<file path="src/rtl/wallace_tree_pipe.sv">
// wallace_tree_pipe
//   Pipelined Wallace-tree reducer: compresses NUM_PP partial products of
//   WIDTH bits into one redundant sum/carry pair. It uses LEVELS =
//   log2(NUM_PP)-1 levels of 4:2 compressor rows, with one register stage
//   per level. Both sides use valid/ready handshakes, and a synchronous
//   flush kills every in-flight entry.
//
//   The guaranteed property is
//     (sum_out + carry_out) mod 2^WIDTH == (sum of PPs) mod 2^WIDTH.
//   Carries out of bit WIDTH-1 are dropped at every level.
//
// Ports
//   clk        in   rising-edge clock
//   rst_n      in   synchronous active-low reset
//   flush      in   synchronous kill of all in-flight entries
//   in_valid   in   pp_in is valid
//   in_ready   out  block accepts pp_in this cycle
//   pp_in      in   NUM_PP*WIDTH; PP k at [k*WIDTH +: WIDTH], pre-aligned
//   out_valid  out  sum_out/carry_out are valid
//   out_ready  in   downstream accepts the result
//   sum_out    out  WIDTH redundant sum vector
//   carry_out  out  WIDTH redundant carry vector, already aligned
module wallace_tree_pipe #(
  parameter int WIDTH  = 32,
  parameter int NUM_PP = 8
) (
  input  logic                    clk,
  input  logic                    rst_n,
  input  logic                    flush,
  input  logic                    in_valid,
  output logic                    in_ready,
  input  logic [NUM_PP*WIDTH-1:0] pp_in,
  output logic                    out_valid,
  input  logic                    out_ready,
  output logic [WIDTH-1:0]        sum_out,
  output logic [WIDTH-1:0]        carry_out
);

  localparam int LEVELS = $clog2(NUM_PP) - 1;
  // Total registered vectors over all levels: NUM_PP/2 + NUM_PP/4 + ... + 2.
  localparam int NREG   = NUM_PP - 2;

  if (!(NUM_PP == 4 || NUM_PP == 8 || NUM_PP == 16)) begin : g_bad_num_pp
    $error("wallace_tree_pipe: NUM_PP must be 4, 8 or 16 (got %0d)", NUM_PP);
  end
  if (WIDTH < 8 || WIDTH > 64) begin : g_bad_width
    $error("wallace_tree_pipe: WIDTH must be in 8..64 (got %0d)", WIDTH);
  end

  // One row of 4:2 compressors with a ripple Cin/Cout chain (Cin[0] = 0).
  // Result packing is {sum, carry}, and the carry is already shifted left by
  // one, with its MSB carry dropped.
  function automatic logic [2*WIDTH-1:0] comp42(
    input logic [WIDTH-1:0] a,
    input logic [WIDTH-1:0] b,
    input logic [WIDTH-1:0] c,
    input logic [WIDTH-1:0] d
  );
    logic [WIDTH-1:0] s;
    logic [WIDTH-1:0] cy;
    logic             ci;
    logic             s1;
    logic             co;
    s  = '0;
    cy = '0;
    ci = 1'b0;
    for (int unsigned i = 0; i < WIDTH; i++) begin
      s1    = a[i] ^ b[i] ^ c[i];
      co    = (a[i] & b[i]) | (a[i] & c[i]) | (b[i] & c[i]);
      s[i]  = s1 ^ d[i] ^ ci;
      cy[i] = (s1 & d[i]) | (s1 & ci) | (d[i] & ci);
      ci    = co;
    end
    return {s, cy[WIDTH-2:0], 1'b0};
  endfunction

  // All stage registers live in one flat array. Level l owns entries
  // [NUM_PP - (NUM_PP>>l), NUM_PP - (NUM_PP>>(l+1))), so the last level
  // holds the two output vectors at NREG-2 and NREG-1.
  logic [WIDTH-1:0]  stage_q [NREG];
  logic [WIDTH-1:0]  red     [NREG];
  logic [NREG-1:0]   entry_load;

  logic [LEVELS-1:0] stage_valid;
  logic [LEVELS-1:0] advance;
  logic [LEVELS-1:0] load;
  logic [LEVELS:0]   valid_in;

  assign valid_in = {stage_valid, in_valid};

  // A stage advances when it or any stage ahead of it is empty, or when
  // out_ready is high. This is the unrolled form of the recursive rule, and
  // it avoids a combinational self-reference.
  always_comb begin
    advance = '0;
    for (int unsigned i = 0; i < LEVELS; i++) begin
      advance[i] = out_ready;
      for (int unsigned j = i; j < LEVELS; j++) begin
        if (!stage_valid[j]) advance[i] = 1'b1;
      end
    end
  end

  assign load = advance & valid_in[LEVELS-1:0] & {LEVELS{~flush}};

  for (genvar l = 0; l < LEVELS; l++) begin : g_lvl
    localparam int N_IN    = NUM_PP >> l;
    localparam int OFF_OUT = NUM_PP - N_IN;
    localparam int OFF_IN  = NUM_PP - 2 * N_IN;

    for (genvar g = 0; g < N_IN / 4; g++) begin : g_row
      logic [WIDTH-1:0]   a, b, c, d;
      logic [2*WIDTH-1:0] pair;
      if (l == 0) begin : g_src
        assign a = pp_in[(4*g+0)*WIDTH +: WIDTH];
        assign b = pp_in[(4*g+1)*WIDTH +: WIDTH];
        assign c = pp_in[(4*g+2)*WIDTH +: WIDTH];
        assign d = pp_in[(4*g+3)*WIDTH +: WIDTH];
      end else begin : g_src
        assign a = stage_q[OFF_IN + 4*g + 0];
        assign b = stage_q[OFF_IN + 4*g + 1];
        assign c = stage_q[OFF_IN + 4*g + 2];
        assign d = stage_q[OFF_IN + 4*g + 3];
      end
      assign pair                 = comp42(a, b, c, d);
      assign red[OFF_OUT + 2*g]   = pair[2*WIDTH-1:WIDTH];
      assign red[OFF_OUT + 2*g+1] = pair[WIDTH-1:0];
    end

    for (genvar k = 0; k < N_IN / 2; k++) begin : g_en
      assign entry_load[OFF_OUT + k] = load[l];
    end
  end

  always_ff @(posedge clk) begin
    if (!rst_n) begin
      stage_valid <= '0;
      for (int unsigned k = 0; k < NREG; k++) stage_q[k] <= '0;
    end else begin
      if (flush) begin
        stage_valid <= '0;
      end else begin
        for (int unsigned i = 0; i < LEVELS; i++) begin
          if (advance[i]) stage_valid[i] <= valid_in[i];
        end
      end
      for (int unsigned k = 0; k < NREG; k++) begin
        if (entry_load[k]) stage_q[k] <= red[k];
      end
    end
  end

  assign in_ready  = rst_n & advance[0];
  assign out_valid = stage_valid[LEVELS-1];
  assign sum_out   = stage_q[NREG-2];
  assign carry_out = stage_q[NREG-1];

endmodule

</file>
<file path="config.mk">
export PLATFORM = sky130hd
export DESIGN_NAME = wallace_tree_pipe
export DESIGN_NICKNAME = d
export VERILOG_FILES = /design/src/rtl/wallace_tree_pipe.sv
export SDC_FILE = /design/constraint.sdc
export NUM_CORES = 1
export LEC_CHECK = 0
export ABC_CLOCK_PERIOD_IN_PS = 11100
export BUFFER_PORTS_ARGS = -buffer_cell sky130_fd_sc_hd__buf_2
export CAP_MARGIN = 20
export CORE_ASPECT_RATIO = 1.1
export CORE_MARGIN = 3
export CORE_UTILIZATION = 48
export CTS_BUF_LIST = sky130_fd_sc_hd__clkbuf_8 sky130_fd_sc_hd__clkbuf_16
export CTS_CLUSTER_DIAMETER = 60
export DETAILED_ROUTE_END_ITERATION = 10
export PLACE_DENSITY = 0.89
export SYNTH_ARGS = -nofsm -noshare
export SYNTH_HDL_FRONTEND = slang
export SYNTH_SLANG_ARGS = --single-unit
</file>
<file path="constraint.sdc">
create_clock -name clk -period 11.1 [get_ports clk]
set_input_delay 1.11 -clock clk [delete_from_list [all_inputs] [get_ports clk]]
set_output_delay 1.11 -clock clk [all_outputs]
set_load 0.005 [all_outputs]
</file>
==> results.sh, run 1 <==
export IMPL_fin_crit_sh_pct=27.0
export IMPL_die_h_um=165
export IMPL_fp_dieArea_sq_um=24900
export IMPL_finalSetupViolations=0
export IMPL_dpl_cell_count=1211
export IMPL_nets=1382
export IMPL_power_mw=1.77
export IMPL_top_usage_layer="met2"
export IMPL_worst_ep_arrival_time_ns=3.05
export IMPL_synth_largest_area_cell="edfxtp_1"
export IMPL_ys_warn_count=0
export IMPL_yosys_area_top_type_share_pct=51.1
export IMPL_setup_ws_ns=8.10
export IMPL_worst_pin_slew_ns=0.993
export IMPL_rows=57
export IMPL_area_growth_pct=22.3
export IMPL_status="completed"
export IMPL_fin_setup_tns_ns=0
export IMPL_use_met2_pct=31.2
export IMPL_cp_required_ns=11.14
export IMPL_pre_cts_slack_ns=7.65
export IMPL_synth_area_sq_um=11100
export IMPL_cts_root_buf="clkbuf_16"
export IMPL_numClockSinks=190
export IMPL_gr_total_overflow=0
export IMPL_ioPinCount=327
export IMPL_core_sq_um=22400
export IMPL_pwr_density_cell_nw_per_um2=131
export IMPL_fp_dieW_um=151
export IMPL_ctsHoldBuffers=0
export IMPL_ant_nets=0
export IMPL_yosysUniqueCellTypes=23
export IMPL_grt_pass1_wl_um=32800
export IMPL_max_cap_viol_count=0
export IMPL_rsz0062_at_grt="false"
export IMPL_hold_viol_final=0
export IMPL_cts_tree="built"
export IMPL_min_period_ns=3.00
export IMPL_layout_common_cells="buf_2, edfxtp_1, fa_1"
export IMPL_wl_per_cell_um=17.0
export IMPL_globalplace_congestion=0.851
export IMPL_grt_max_degree=125
export IMPL_cp_start_kind="input pin"
export IMPL_holdCritPathClass="reg2reg"
export IMPL_slew_violations=0
export IMPL_synth_seq_cells=190
export IMPL_ys_seq_area_share_pct=51.4
export IMPL_fin_skew_ns=0.00920
export IMPL_path_class="in2reg"
export IMPL_maxSlewHeadroom_pct=33.8
export IMPL_synth_area_leaders="edfxtp_1, fa_1, and2_1"
export IMPL_vias=5923
export IMPL_drc_errors=0
export IMPL_path_clk_slew_ns=0.07
export IMPL_drtIter0Drc=301
export IMPL_clk_latency_ns=0.41
export IMPL_whs_ns=0.483
export IMPL_clockBufferDepth=2
export IMPL_grt_pass1_vias=6521
export IMPL_io_buffer_count=324
export IMPL_final_cells=1245
export IMPL_antenna_found_initial=1
export IMPL_dpl_cell_area_sq_um=12900
export IMPL_avgViaCountPerCell=4.76
export IMPL_hpwl_um=17000
export IMPL_p_leak_nw=5.79
export IMPL_drive_gt1_share_pct=44.6
export IMPL_synthCells=611
export IMPL_grt_use_total_pct=17.4
export IMPL_grtUsageMet3_pct=2.57
export IMPL_cts_setup_buffers=0
export IMPL_timing_fmax_mhz=333
export IMPL_start_util_pct=49.4
export IMPL_nFillCells=1672
export IMPL_cp_max_fo=69
export IMPL_wirelength_um=21100
export IMPL_fin_area_sq_um=13500
export IMPL_numCtsBuffers=17
export IMPL_ir_drop_mv=0.0755
export IMPL_synth_avg_cell_area_sq_um=18.1
export IMPL_htreeDepth=4
export IMPL_fin_util_pct=60.4
export IMPL_drt_first_pass_iters=4
export IMPL_final_common_cell="buf_2"
export IMPL_critPathCaptureType="flip-flop"
export IMPL_postCtsResizedCells=0
export IMPL_global_route_usage_met1_pct=22.0
## power by group
group / internal [mW] / switching (mW)
Clock: 0.296 / 0.279
Combinational: 0.166 / 0.162
Sequential: 0.844 / 0.0240
## cell usage after synthesis, drive strengths merged
master	number
edfxtp	188
and2	186
fa	182
clkbuf	12
buf	11
xnor2	6
ha	3
nor3	3
xnor3	3
a21oi	2
and3	2
dfxtp	2
inv	2
nand2	2
nand2b	2
o21ai	2
conb	1
nand3b	1
nor2b	1
## metal layers
metal,wire (um),vias to the layer above
met1,8060,3021
li1,-,2683
met3,1030,23
met2,11700,196
met5,0,-
met4,373,0
## layout make-up
cell class / count / area [sq um] / share of cell area (%)
inverters: 2 / 7.51 / 0.0555
clock buffers: 17 / 425 / 3.15
multi-input cells: 397 / 5230 / 38.7
clock inverters: 15 / 131 / 0.972
flip-flops and latches: 190 / 5690 / 42.1
well taps: 295 / 369 / 2.73
repair buffers: 328 / 1660 / 12.3
diodes: 1 / 2.50 / 0.0185
## cells by family after synthesis
family	share of synthesized area, %
flip-flops	51.4
adder cells (fa/ha/maj)	33.3
buffers and inverters	1.54
other	0.0339
AND/OR/NAND/NOR	12.4
AO/OA/AOI/OAI	0.181
XOR/XNOR	1.09
## state kept, by name, summed over array words and instances (netlist names)
register	count
stage_valid	2
stage_q	188
## path summary, 6_finish.rpt
| kind | to | start | slack (ns) | depth (start not counted) |
|---|---|---|---|---|
| worst max register to register | stage_q[0][10]$_SDFFCE_PN0P_ | stage_valid[0]$_SDFFE_PP0P_ | 8.55 | 5 |
| worst max-delay path | stage_q[0][10]$_SDFFCE_PN0P_ | out_ready | 8.10 | 6 |
| worst min-delay path | stage_valid[1]$_SDFFE_PP0N_ | stage_valid[0]$_SDFFE_PP0P_ | 0.48 | 2 |
| worst min register to register | stage_valid[1]$_SDFFE_PP0N_ | stage_valid[0]$_SDFFE_PP0P_ | 0.48 | 2 |
## worst max-delay path, cell delays in order
cell	delay, ns
buf_2	0.08
nand3b_1	0.16
nand2_1	0.15
o21ai_4	0.13
buf_4	0.56
buf_4	0.78
Note: power is estimated with default switching activity, not from simulation.
==> run 2: changes to the inputs <==
==> config.mk (replaced) <==
export PLATFORM = sky130hd
export DESIGN_NAME = wallace_tree_pipe
export DESIGN_NICKNAME = d
export VERILOG_FILES = /design/src/rtl/wallace_tree_pipe.sv
export SDC_FILE = /design/constraint.sdc
export NUM_CORES = 1
export LEC_CHECK = 0
export ABC_CLOCK_PERIOD_IN_PS = 3120
export BUFFER_PORTS_ARGS = -buffer_cell sky130_fd_sc_hd__buf_2
export CAP_MARGIN = 20
export CORE_ASPECT_RATIO = 1.1
export CORE_MARGIN = 3
export CORE_UTILIZATION = 53
export CTS_BUF_LIST = sky130_fd_sc_hd__clkbuf_8 sky130_fd_sc_hd__clkbuf_16
export CTS_CLUSTER_DIAMETER = 60
export DETAILED_ROUTE_END_ITERATION = 10
export PLACE_DENSITY = 0.93
export SYNTH_ARGS = -nofsm -noshare
export SYNTH_HDL_FRONTEND = slang
export SYNTH_SLANG_ARGS = --single-unit
==> constraint.sdc (replaced) <==
create_clock -name clk -period 3.12 [get_ports clk]
set_input_delay 0.312 -clock clk [delete_from_list [all_inputs] [get_ports clk]]
set_output_delay 0.312 -clock clk [all_outputs]
set_load 0.005 [all_outputs]
==> results.sh, run 2 (synthesis results as in run 1) <==
export IMPL_status="completed"
export IMPL_gr_total_overflow=0
export IMPL_clockPowerShare_pct=34.0
export IMPL_worst_ep_arrival_time_ns=2.05
export IMPL_cp_max_fo=34
export IMPL_timing_fmax_mhz=516
export IMPL_ctsHoldBuffers=0
export IMPL_clk_latency_ns=0.42
export IMPL_cp_start_kind="flip-flop"
export IMPL_numClockSinks=190
export IMPL_top_regs="stage_q (188), stage_valid (2)"
export IMPL_start_util_pct=54.9
export IMPL_cp_required_ns=3.23
export IMPL_htreeDepth=4
export IMPL_cts_tree="built"
export IMPL_drtIter0Drc=242
export IMPL_final_common_cell="buf_2"
export IMPL_fin_skew_ns=0.0100
export IMPL_largest_reg_flops=188
export IMPL_wirelength_um=22200
export IMPL_hpwl_um=18400
export IMPL_vias=6022
export IMPL_globalplace_congestion=0.832
export IMPL_grt_pass1_vias=6785
export IMPL_reg2reg_slack_ns=1.18
export IMPL_avgViaCountPerCell=4.96
export IMPL_ant_nets=0
export IMPL_final_cells=1213
export IMPL_whs_ns=0.170
export IMPL_slew_violations=0
export IMPL_crit_end="stage_q[0][35]$_SDFFCE_PN0P_"
export IMPL_cts_root_buf="clkbuf_16"
export IMPL_dpl_cell_count=1181
export IMPL_drive_gt1_share_pct=45.4
export IMPL_fin_setup_tns_ns=0
export IMPL_core_sq_um=20100
export IMPL_path_class="reg2reg"
export IMPL_area_growth_pct=23.4
export IMPL_fin_util_pct=67.7
export IMPL_cts_setup_buffers=0
export IMPL_hold_viol_final=0
export IMPL_rows=54
export IMPL_r2r_end="stage_q[0][35]$_SDFFCE_PN0P_"
export IMPL_worst_pin_slew_ns=0.917
export IMPL_numCtsBuffers=17
export IMPL_power_mw=6.48
export IMPL_clockBufferDepth=2
export IMPL_grt_use_total_pct=20.2
export IMPL_rr_worst_depth=4
export IMPL_drc_errors=0
export IMPL_critPathCaptureType="flip-flop"
export IMPL_seqPwrFrac_pct=47.6
export IMPL_maxSlewHeadroom_pct=38.9
export IMPL_wl_per_cell_um=18.3
export IMPL_io_buffer_count=324
export IMPL_antennaDiodeCount=0
export IMPL_regMostFlops="stage_q"
export IMPL_combPwrFrac_pct=18.4
export IMPL_die_h_um=157
export IMPL_p_leak_nw=5.88
export IMPL_layout_common_cells="buf_2, edfxtp_1, fa_1"
export IMPL_grt_max_degree=73
export IMPL_drt_first_pass_iters=4
export IMPL_switching_share_pct=25.6
export IMPL_p_switching_mw=1.66
export IMPL_postCtsResizedCells=0
export IMPL_startpoint="stage_valid[0]$_SDFFE_PP0P_"
export IMPL_finalSetupViolations=0
export IMPL_internal_power_mw=4.82
export IMPL_rsz0062_at_grt="false"
export IMPL_max_cap_viol_count=0
export IMPL_antenna_found_initial=0
export IMPL_grt_pass1_wl_um=33900
export IMPL_nets=1394
export IMPL_fp_dieW_um=144
export IMPL_path_clk_slew_ns=0.07
export IMPL_min_period_ns=1.94
export IMPL_ioPinCount=327
export IMPL_pwr_density_cell_nw_per_um2=475
export IMPL_holdCritPathClass="in2reg"
export IMPL_ir_drop_mv=0.343
export IMPL_r2r_start="stage_valid[0]$_SDFFE_PP0P_"
export IMPL_fp_dieArea_sq_um=22600
export IMPL_fin_crit_sh_pct=62.1
-- run 2: worst min-delay path by stage --
stage,startpoint,end,slack [ns],cells past startpoint
floorplan,in_valid,stage_valid[0]$_SDFFE_PP0P_,0.44,2
finish,in_valid,stage_valid[0]$_SDFFE_PP0P_,0.17,3
global placement,stage_valid[0]$_SDFFE_PP0P_,stage_valid[1]$_SDFFE_PP0N_,0.46,2
CTS,in_valid,stage_valid[0]$_SDFFE_PP0P_,0.15,3
global route,in_valid,stage_valid[0]$_SDFFE_PP0P_,0.16,3
detailed placement,stage_valid[0]$_SDFFE_PP0P_,stage_valid[1]$_SDFFE_PP0N_,0.48,2
-- run 2: metrics by stage --
stage | setup WS (ns) | cell area (sq um)
6_report | 1.18 | 13600
2_1_floorplan | 0.0679 | 11100
5_1_grt | 1.02 | 13600
3_3_place_gp | 1.18 | 13000
3_5_place_dp | 1.07 | 13000
4_1_cts | 1.15 | 13600
-- run 2: power groups by stage --
stage,clock [mW],sequential [mW],combinational (mW)
after floorplan,0,3.14,0.632
after global placement,0,3.13,1.14
after detailed placement,0,3.15,1.21
after CTS,2.24,3.09,1.22
after global routing,2.34,3.11,1.37
final,2.20,3.09,1.19
-- run 2: worst max-delay path: stages (launching register included) --
cell	delay (ns)
dfxtp_1	0.34
nand3b_1	0.16
nand2_1	0.14
o21ai_4	0.67
buf_12	0.29
-- run 2: final cells by class --
cell class              count  area (sq um)
fillers                  1348          6500
flip-flops and latches    190          5690
multi-input cells         397          5230
repair buffers            340          1790
clock buffers              17           425
well taps                 252           315
clock inverters            15           180
inverters                   2          7.51
-- run 2: metal layers --
metal | up-vias | GRT usage [%] | wire, um
met5 | - | 0 | 0
met4 | 0 | 7.04 | 576
met3 | 42 | 4.59 | 1390
met2 | 243 | 37.0 | 12500
met1 | 3033 | 23.3 | 7790
li1 | 2704 | - | -
